**src/rtl/keysw_ctrl_pkg.sv**
```systemverilog
// keysw_ctrl_pkg: bus addresses and control-register bit positions shared by the I/O decode
package keysw_ctrl_pkg;
    localparam logic [31:0] ADDR_KDATA = 32'hF0000010;
    localparam logic [31:0] ADDR_KCTRL = 32'hF0000110;
    localparam logic [31:0] ADDR_SDATA = 32'hF0000014;
    localparam logic [31:0] ADDR_SCTRL = 32'hF0000114;
    localparam int CTRL_READY = 0;
    localparam int CTRL_OVR   = 2;
    localparam int CTRL_IE    = 8;
endpackage

```
**src/rtl/keysw_ctrl_input_chan.sv**
```systemverilog
// keysw_ctrl_input_chan: sync, optional debounce, data/control registers and irq for one input device
module keysw_ctrl_input_chan
    import keysw_ctrl_pkg::*;
#(
    parameter int W          = 4,
    parameter bit DEBOUNCE   = 1'b0,
    parameter int DEB_CYCLES = 4,
    parameter int CNT_BITS   = 3
) (
    input  logic         clk,
    input  logic         reset,
    input  logic [W-1:0] raw,
    input  logic         sel_data,
    input  logic         sel_ctrl,
    input  logic         wren,
    input  logic [31:0]  wdata,
    output logic [31:0]  rdata,
    output logic         irq
);
    logic [W-1:0] s1, s2, data;
    logic         ready, ovr, ie, evt, rd_clr, ctrl_wr;
    logic [31:0]  ctrl_word;

    assign rd_clr  = sel_data & ~wren;
    assign ctrl_wr = sel_ctrl & wren;

    // two-flop synchroniser on the raw input
    always_ff @(posedge clk or negedge reset) begin
        if (!reset) begin
            s1 <= '0;
            s2 <= '0;
        end else begin
            s1 <= raw;
            s2 <= s1;
        end
    end

    generate
        if (DEBOUNCE) begin : g_deb
            logic [W-1:0]        s3;
            logic [CNT_BITS-1:0] cnt;
            logic                stable, hit;
            assign stable = (s2 == s3);
            assign hit    = (cnt == CNT_BITS'(DEB_CYCLES - 1));
            assign evt    = stable && (s2 != data) && hit;
            // count consecutive cycles the synced value is stable and differs from the data register
            always_ff @(posedge clk or negedge reset) begin
                if (!reset) begin
                    s3  <= '0;
                    cnt <= '0;
                end else begin
                    s3  <= s2;
                    cnt <= (!stable || s2 == data || hit) ? '0 : cnt + CNT_BITS'(1);
                end
            end
        end else begin : g_raw
            assign evt = (s2 != data);
        end
    endgenerate

    // data register, status flags and registered interrupt; a change event wins over any clear
    always_ff @(posedge clk or negedge reset) begin
        if (!reset) begin
            data  <= '0;
            ready <= 1'b0;
            ovr   <= 1'b0;
            ie    <= 1'b0;
            irq   <= 1'b0;
        end else begin
            data  <= evt ? s2 : data;
            ready <= evt | (ready & ~rd_clr);
            ovr   <= (evt & ready & ~rd_clr) | (ovr & ~(ctrl_wr & ~wdata[CTRL_OVR]));
            ie    <= ctrl_wr ? wdata[CTRL_IE] : ie;
            irq   <= ie & ready;
        end
    end

    // combinational read mux; zero when neither register is addressed
    always_comb begin
        ctrl_word             = '0;
        ctrl_word[CTRL_READY] = ready;
        ctrl_word[CTRL_OVR]   = ovr;
        ctrl_word[CTRL_IE]    = ie;
        rdata = (sel_data ? 32'(data) : 32'h0) | (sel_ctrl ? ctrl_word : 32'h0);
    end
endmodule

```
**src/rtl/keysw_ctrl.sv**
```systemverilog
// keysw_ctrl: memory-mapped key/switch input peripheral with change tracking and interrupts
module keysw_ctrl
    import keysw_ctrl_pkg::*;
#(
    parameter int DEBOUNCE_CYCLES = 500000,
    parameter int CNT_BITS        = 20
) (
    input  logic        clk,
    input  logic        reset,
    input  logic [31:0] abus,
    input  logic [31:0] dbus_in,
    input  logic        wren,
    output logic [31:0] dbus_out,
    input  logic [3:0]  key,
    input  logic [9:0]  sw,
    output logic        irq_key,
    output logic        irq_sw
);
    logic [31:0] k_rdata, s_rdata;

    keysw_ctrl_input_chan #(.W(4), .DEBOUNCE(1'b0), .DEB_CYCLES(DEBOUNCE_CYCLES), .CNT_BITS(CNT_BITS)) u_key (
        .clk(clk), .reset(reset), .raw(~key),
        .sel_data(abus == ADDR_KDATA), .sel_ctrl(abus == ADDR_KCTRL),
        .wren(wren), .wdata(dbus_in), .rdata(k_rdata), .irq(irq_key)
    );

    keysw_ctrl_input_chan #(.W(10), .DEBOUNCE(1'b1), .DEB_CYCLES(DEBOUNCE_CYCLES), .CNT_BITS(CNT_BITS)) u_sw (
        .clk(clk), .reset(reset), .raw(sw),
        .sel_data(abus == ADDR_SDATA), .sel_ctrl(abus == ADDR_SCTRL),
        .wren(wren), .wdata(dbus_in), .rdata(s_rdata), .irq(irq_sw)
    );

    assign dbus_out = k_rdata | s_rdata;
endmodule

```
**config.mk**
```make
export PLATFORM = sky130hd
export DESIGN_NAME = keysw_ctrl
export DESIGN_NICKNAME = d
export VERILOG_FILES = /design/src/rtl/keysw_ctrl_pkg.sv /design/src/rtl/keysw_ctrl_input_chan.sv /design/src/rtl/keysw_ctrl.sv
export SDC_FILE = /design/constraint.sdc
export NUM_CORES = 1
export LEC_CHECK = 0
export CAP_MARGIN = 20
export CORE_AREA = 2 2 77 108
export CTS_BUF_LIST = sky130_fd_sc_hd__clkbuf_16
export DETAILED_ROUTE_END_ITERATION = 8
export DIE_AREA = 0 0 79 110
export PLACE_DENSITY = 0.74
export SYNTH_ARGS = -nofsm -noshare
export SYNTH_HDL_FRONTEND = slang
export SYNTH_SLANG_ARGS = --single-unit
```
**constraint.sdc**
```tcl
create_clock -name clk -period 2.61 [get_ports clk]
set_input_delay 0.522 -clock clk [delete_from_list [all_inputs] [get_ports clk]]
set_output_delay 0.522 -clock clk [all_outputs]
set_load 0.02 [all_outputs]
```
==> metrics, run 1 <==
IO buf count a little over 60; starting density of the core 44.8%; layout cells sized above 1 a little over a fifth; die area between 8000 and 9000 µm²; Placement Setup Slack -0.875 ns; Crit. path cell count 7; ys async rst share 100%; Final Skew about 0.0064 ns; crit path DAT around 2.1 ns; total gr overflow 0; post-synthesis sequential area ratio 58.1%; Psw between 0.0005 and 0.0006 W; DRC Markers 0; post-placement cell count between 400 and 500; Worst setup SP type primary input; Hold WC Path Type in -> async; Period minus WS final 2.59 ns; Max Cap Viol 0; worst r2r dst u_sw.data[4]$_DFFE_PN0P_; drt wl/cell between 10 and 15 µm; setup slack, reg-to-reg about 0.50 ns; width of the die 79 µm; endpoints failing hold 0; Clock Sinks 80; WL final between 6 and 7 mm; Area growth, synth to finish 29.1%; DRT antenna net count 0; largest net degree at the start of global routing 51; GPL Wtd Cong ~0.85; Design Area, Final around 4500 µm²; Clk Tree Root Cell clkbuf_16; Worst VDD drop 0.380 mV; Setup TNS Final 0 ns; core area around 7700 µm²; Synth Register Bits 80; via count 2306; GRT Util Overall ~16%; count of final setup violators 0; Vias per Instance slightly below 5; Num CTS Buffers 9; HPWL after DPL approximately 4.7 mm; outcome complete, no violations; diode count 0; Reg power frac a little under half; Final Non-Filler Cells 468; CP required 2.09 ns; Worst Setup EP dbus_out[7]; Worst Setup Slack, final 0.0181 ns; Worst path max stage delay around 0.58 ns; Crit-path slowest cell or4_4; Post-CTS Setup Inserts 0; Leak a little under 2 nW; DP Area between 4000 and 5000 µm²; switching part of the total around a fifth; number of global-route vias before repair roughly 2300; Synth cell types 37; Post-Syn Area between 3000 and 4000 µm²; Int Pwr approximately 0.0022 W; Die Y between 100 and 150 µm; dominant synthesized flop cell dfrtp_1; IO Count 115; Reg2Reg Depth 5; commonest non-fill, non-tap cell in the layout dfrtp_1; number of enable flip-flop cells after synthesis 0; Worst setup startpoint abus[17]; TritonCTS clock tree done; Min Hold Slack 0.206 ns; CTS H-tree lvls 3; worst skew pair latency between 0.3 and 0.4 ns; R2R Path Start u_sw.g_deb.cnt[7]$_DFF_PN0_; Rows 38; Max Fanout on Critical Path 5; worst slew pin tran between 0.6 and 0.7 ns; initial antenna violation count 0; crit path kind in -> out; Final Cycle Share ~99%; Slew HR 59.2%; first-pass GRT wire length 10.5 mm; Post-CTS Hold Fix Bufs 0; clk slew on worst S/H paths ~0.060 ns; critical-path cell list buf_2, nor4_2, nand2_1, or4_4, nor3_4, and2_1, buf_6; commonest non-fill, non-tap cells in the layout dfrtp_1 (80), nor2_1 (30), xor2_1 (24); RSZ-0062 raised after global routing true; Starting DRT DRC Count approximately 130; power share of the combinational group 6.5%; Clock power frac 46.5%; CP bufs+invs 2; post-synthesis cell count slightly below 300; crit end category primary output; drt pass-1 iters 4; top cell family by delay on the critical path simple AND/OR/NAND/NOR gates; pwr/cell area 621 nW/µm²; final-layout fill cell count between 600 and 700; pins over their slew limit 0; Avg Inst Size Synth 11.9 µm²; FMAX between 0.3 and 0.4 GHz; synth warn 0; nets@finish about 450; CTS max path bufs 2
per-layer routing:
layer / global-route usage, % / wire length [µm] / up-vias
li1: - / - / 1076
met1: 16.6 / 2360 / 1141
met2: 29.2 / 3540 / 74
met3: 5.29 / 448 / 15
met4: 8.50 / 164 / 0
met5: 0 / 0 / -
cell usage after synthesis, drive strengths merged (2+ instances only):
cell    number  share of area [%]
nor4b        2               0.51
and2         7                1.3
nor2b        2               0.36
and3         2               0.36
nand3        9                1.3
and4         2               0.51
mux4         2                1.3
inv          8               0.87
nor3         6                1.2
nor4        10                2.0
xor2        24                6.1
mux2i        2               0.58
buf         24                5.3
o41ai        2                1.1
clkbuf       8               0.87
nor2        30                3.3
o31ai        2               0.44
nand4       10                1.8
dfrtp       80                 58
o21ai        3               0.44
mux2        13                4.2
xnor2       18                4.6
nand2       14                1.5
nand3b       2               0.44
power by group through the flow:
| stage | logic (W) | registers [W] | clock network, W |
|---|---|---|---|
| CTS | 0.000181 | 0.00130 | 0.00132 |
| finish | 0.000180 | 0.00130 | 0.00129 |
| global placement | 0.000187 | 0.00132 | 0 |
| detailed placement | 0.000190 | 0.00132 | 0 |
| floorplan | 0.0000982 | 0.00131 | 0 |
| global route | 0.000198 | 0.00130 | 0.00137 |
flip-flops by register name (all words and copies together), names as in the netlist, 4 cells and up:
name and flops:
u_sw.s1 10, u_sw.g_deb.s3 10, u_key.s1 4, u_key.s2 4, u_sw.data 10, u_sw.g_deb.cnt 20
u_key.data 4, u_sw.s2 10
stage by stage:
step / total power, W / util [%]
floorplan: 0.00141 / -
global placement: 0.00150 / 54.0
detailed placement: 0.00151 / 54.0
CTS: 0.00280 / 57.7
global route: 0.00287 / 57.8
finish: 0.00276 / 57.8
timing repair:
action                     4_1_cts  5_1_grt
setup endpoints to repair       10       10
cloned                           0        0
pin swaps                       17        9
gates resized for setup        137        6
how the worst min path moves through the flow:
stage | endpoint | cells past startpoint
after floorplan | u_key.data[0]$_DFFE_PN0P_ | 0
after global placement | u_key.s2[2]$_DFF_PN0_ | 0
after detailed placement | u_sw.s2[6]$_DFF_PN0_ | 0
after CTS | u_key.data[0]$_DFFE_PN0P_ | 1
after global routing | u_key.data[2]$_DFFE_PN0P_ | 1
final | u_key.irq$_DFF_PN0_ | 1
cell families (layout without fill, tap and decap cells):
group / Yosys count / count (layout) / synth area share, %
and+or+nand+nor: 99 / 99 / 15.4
adders and majority gates: 1 / 1 / 0.363
AOI/OAI and AO/OA: 9 / 9 / 2.29
xor gates and xnor gates: 42 / 42 / 10.7
DFF: 80 / 80 / 58.1
other: 1 / 22 / 0.109
buffers and inverters: 40 / 98 / 7.01
muxes: 17 / 17 / 6.13
layout make-up:
| type | instances | area [µm²] | area share (%) |
|---|---|---|---|
| inverter | 8 | 30.0 | 0.675 |
| multi-input combinational | 190 | 1340 | 30.2 |
| timing repair buffer | 74 | 638 | 14.3 |
| tap | 100 | 125 | 2.81 |
| clock inverter | 7 | 87.6 | 1.97 |
| sequential | 80 | 2000 | 45.0 |
| clock buffer | 9 | 225 | 5.06 |
No activity file was read; power rests on OpenSTA's default activity.
==> inputs of run 2 (changes only) <==
ABC_AREA = 1   (was default)
CORE_AREA = 2 2 93 95   (was 2 2 77 108)
DIE_AREA = 0 0 95 97   (was 0 0 79 110)
PLACE_DENSITY = 0.75   (was 0.74)
==> run 2 against run 1 <==
Synthesized cell count grew 54%. Count of clock-buffer cells in the layout stayed put. Critical path type unchanged. First-iteration DRC count increased by 69%. Highest routed layer unchanged. Register-to-register slack gained 0.09 ns. Utilization increased by 1.0 points. Wire length is 12% higher. Critical path depth up 4. Die area increased by 6.0%. Largest cell class unchanged.
==> metrics, run 2 <==
number of global-route vias before repair 2941 (+28%); Starting DRT DRC Count 211 (+69%); Final Cycle Share 96.6% (-2.7 points); Worst setup SP type primary input; Avg Inst Size Synth 8.52 µm² (-29%); crit end category primary output; crit path kind in -> out; GRT Util Overall 17.0% (+0.86 points); Setup TNS Final 0 ns (unchanged); CTS H-tree lvls 3 (unchanged); die area 9220 µm² (+6.0%); clk slew on worst S/H paths 0.06 ns (about the same); worst skew pair latency 0.33 ns (about the same); largest net degree at the start of global routing 43 (-16%); total gr overflow 0 (unchanged); drt wl/cell 11.6 µm (-16%); post-synthesis cell count 445 (+54%); count of final setup violators 0 (unchanged); TritonCTS clock tree done; Final Non-Filler Cells 630 (+35%); R2R Path Start u_sw.g_deb.cnt[0]$_DFF_PN0_; diode count 0 (unchanged); drt pass-1 iters 4 (unchanged); Worst setup startpoint abus[2]; HPWL after DPL 5.35 mm (+13%); synth warn 0 (unchanged); Clk Tree Root Cell clkbuf_16; WL final 7.32 mm (+12%); Final Skew 0.00764 ns (+0.00121 ns); Area growth, synth to finish 26.2%; pwr/cell area 560 nW/µm² (-9.7%); worst slew pin tran 0.513 ns (-0.0995 ns); Vias per Instance 4.71 (-4.4%); layout cells sized above 1 11.6% (-10 points); endpoints failing hold 0 (unchanged); Period minus WS final 2.52 ns (-0.0709 ns); Post-CTS Hold Fix Bufs 0 (unchanged); number of enable flip-flop cells after synthesis 0 (unchanged); Max Cap Viol 0 (unchanged); commonest non-fill, non-tap cells in the layout nand2_1 (102), dfrtp_1 (80), nor2_1 (60); area leader, netlist dfrtp_1; pins over their slew limit 0 (unchanged); nets@finish 602 (+35%); width of the die 95 µm (+20%); Leak 2.20 nW (+11%); dominant synthesized flop cell dfrtp_1; Area contributors post-synth dfrtp_1 (53%), nand2_1 (10%), nor2_1 (6.4%); Min Hold Slack 0.164 ns (-0.0417 ns); Worst VDD drop 0.419 mV (+10%); IO buf count 62 (unchanged); GPL Wtd Cong 0.918 (+7.9%); Synth top area share 52.8% (-5.3 points); CTS max path bufs 2 (unchanged); Hold WC Path Type in -> async; Worst Setup EP dbus_out[2]; crit path DAT 2.00 ns (-0.07 ns); first-pass GRT wire length 12.4 mm (+18%); FMAX 0.397 GHz (+2.8%); Die Y 97 µm (-12%); Rows 33 (-13%); worst r2r dst u_sw.ovr$_DFF_PN0_; core area 8130 µm² (+5.6%); most instantiated cells after synthesis nand2_1 (105), dfrtp_1 (80), nor2_1 (65); initial antenna violation count 0 (unchanged); ys async rst share 100% (unchanged); via count 2969 (+29%); Clock Sinks 80 (unchanged); IO Count 115 (unchanged); post-synthesis sequential area ratio 52.8% (-5.3 points); CP required 2.09 ns (about the same); outcome complete, no violations; Biggest register u_sw.g_deb.cnt; final core utilization 58.8% (+1.0 points); max reg flops 20 (unchanged); DRC Markers 0 (unchanged); setup slack, reg-to-reg 0.59 ns (+0.09 ns); Reg2Reg Depth 8 (+3); starting density of the core 46.6% (+1.9 points); Synth Register Bits 80 (unchanged); Max Fanout on Critical Path 6 (+1); commonest non-fill, non-tap cell in the layout nand2_1; Synth cell types 28 (-24%); Num CTS Buffers 9 (unchanged); DRT antenna net count 0 (unchanged); Slew HR 65.8% (+6.6 points); Post-Syn Area 3790 µm² (+10%); most common cell in the netlist nand2_1; post-placement cell count 614 (+36%)
## run 2: changes by cell type after synthesis, sizes merged, moves of 5 or more
cell	before	now
nand2	14	107
nor2	30	72
xnor2	18	6
mux2	13	0
a21oi	1	6
inv	8	52
nor4	10	0
nand3	9	30
xor2	24	17
nand4	10	19
## run 2: layout make-up
| class | instances | area (µm²) |
|---|---|---|
| multi-input cells | 303 | 1490 |
| flip-flops and latches | 80 | 2000 |
| fillers | 688 | 3350 |
| inverters | 52 | 195 |
| clock inverters | 7 | 62.6 |
| clock buffers | 9 | 225 |
| repair buffers | 74 | 681 |
| well taps | 105 | 131 |
## run 2: timing repair
item,4_1_cts,5_1_grt
setup buffers,0,0
endpoints found under the setup margin,10,10
pin swaps,0,3
resized for setup,40,22
## run 2: worst min path at each step
stage	end	slack, ns	cells past startpoint
after floorplan	u_key.data[0]$_DFFE_PN0P_	0.23	0
after global placement	u_sw.s2[5]$_DFF_PN0_	0.33	0
after detailed placement	u_sw.s2[1]$_DFF_PN0_	0.33	0
after CTS	u_sw.data[2]$_DFFE_PN0P_	0.18	1
after global routing	u_sw.s1[6]$_DFF_PN0_	0.19	1
final	u_sw.s1[6]$_DFF_PN0_	0.16	1
## run 2: cells by family (layout without fill, tap and decap cells)
kind of cell               Yosys count  in the layout  share of synthesized area, %
AOI/OAI and AO/OA                   13             13                          1.78
buffers and inverters               83            142                          11.0
other                                1             22                        0.0989
xor gates and xnor gates            23             23                          5.31
and+or+nand+nor                    244            244                          28.7
adders and majority gates            1              1                         0.330
DFF                                 80             80                          52.8
## run 2: critical path, stage by stage
cell and delay [ns]:
clkdlybuf4s50_1 0.48, inv_2 0.04, nor2_1 0.08, nand2_1 0.09, nor2_4 0.11, inv_1 0.07, nor2_4 0.11, buf_4 0.14
nand3_1 0.07, nand4_1 0.11, buf_2 0.18
## run 2: metrics by stage
step,area [µm²],total power (W),worst slack (ns)
6_report,4780,0.00268,0.0890
5_1_grt,4780,0.00279,-0.0178
4_1_cts,4740,0.00271,0.000103
3_5_place_dp,4490,0.00150,-0.446
3_3_place_gp,4490,0.00150,-0.408
2_1_floorplan,3870,0.00141,0.366
## run 2: power breakdown
group / internal, W / switching (W)
clock network: 0.000729 / 0.000470
registers: 0.00127 / 0.0000225
logic: 0.0000904 / 0.0000934
total: 0.00209 / 0.000586
## run 2: layer usage
layer,wire (µm),global-route usage (%)
met5,0,0
met3,650,6.07
met2,3550,29.4
met1,3060,19.7
met4,49,4.79
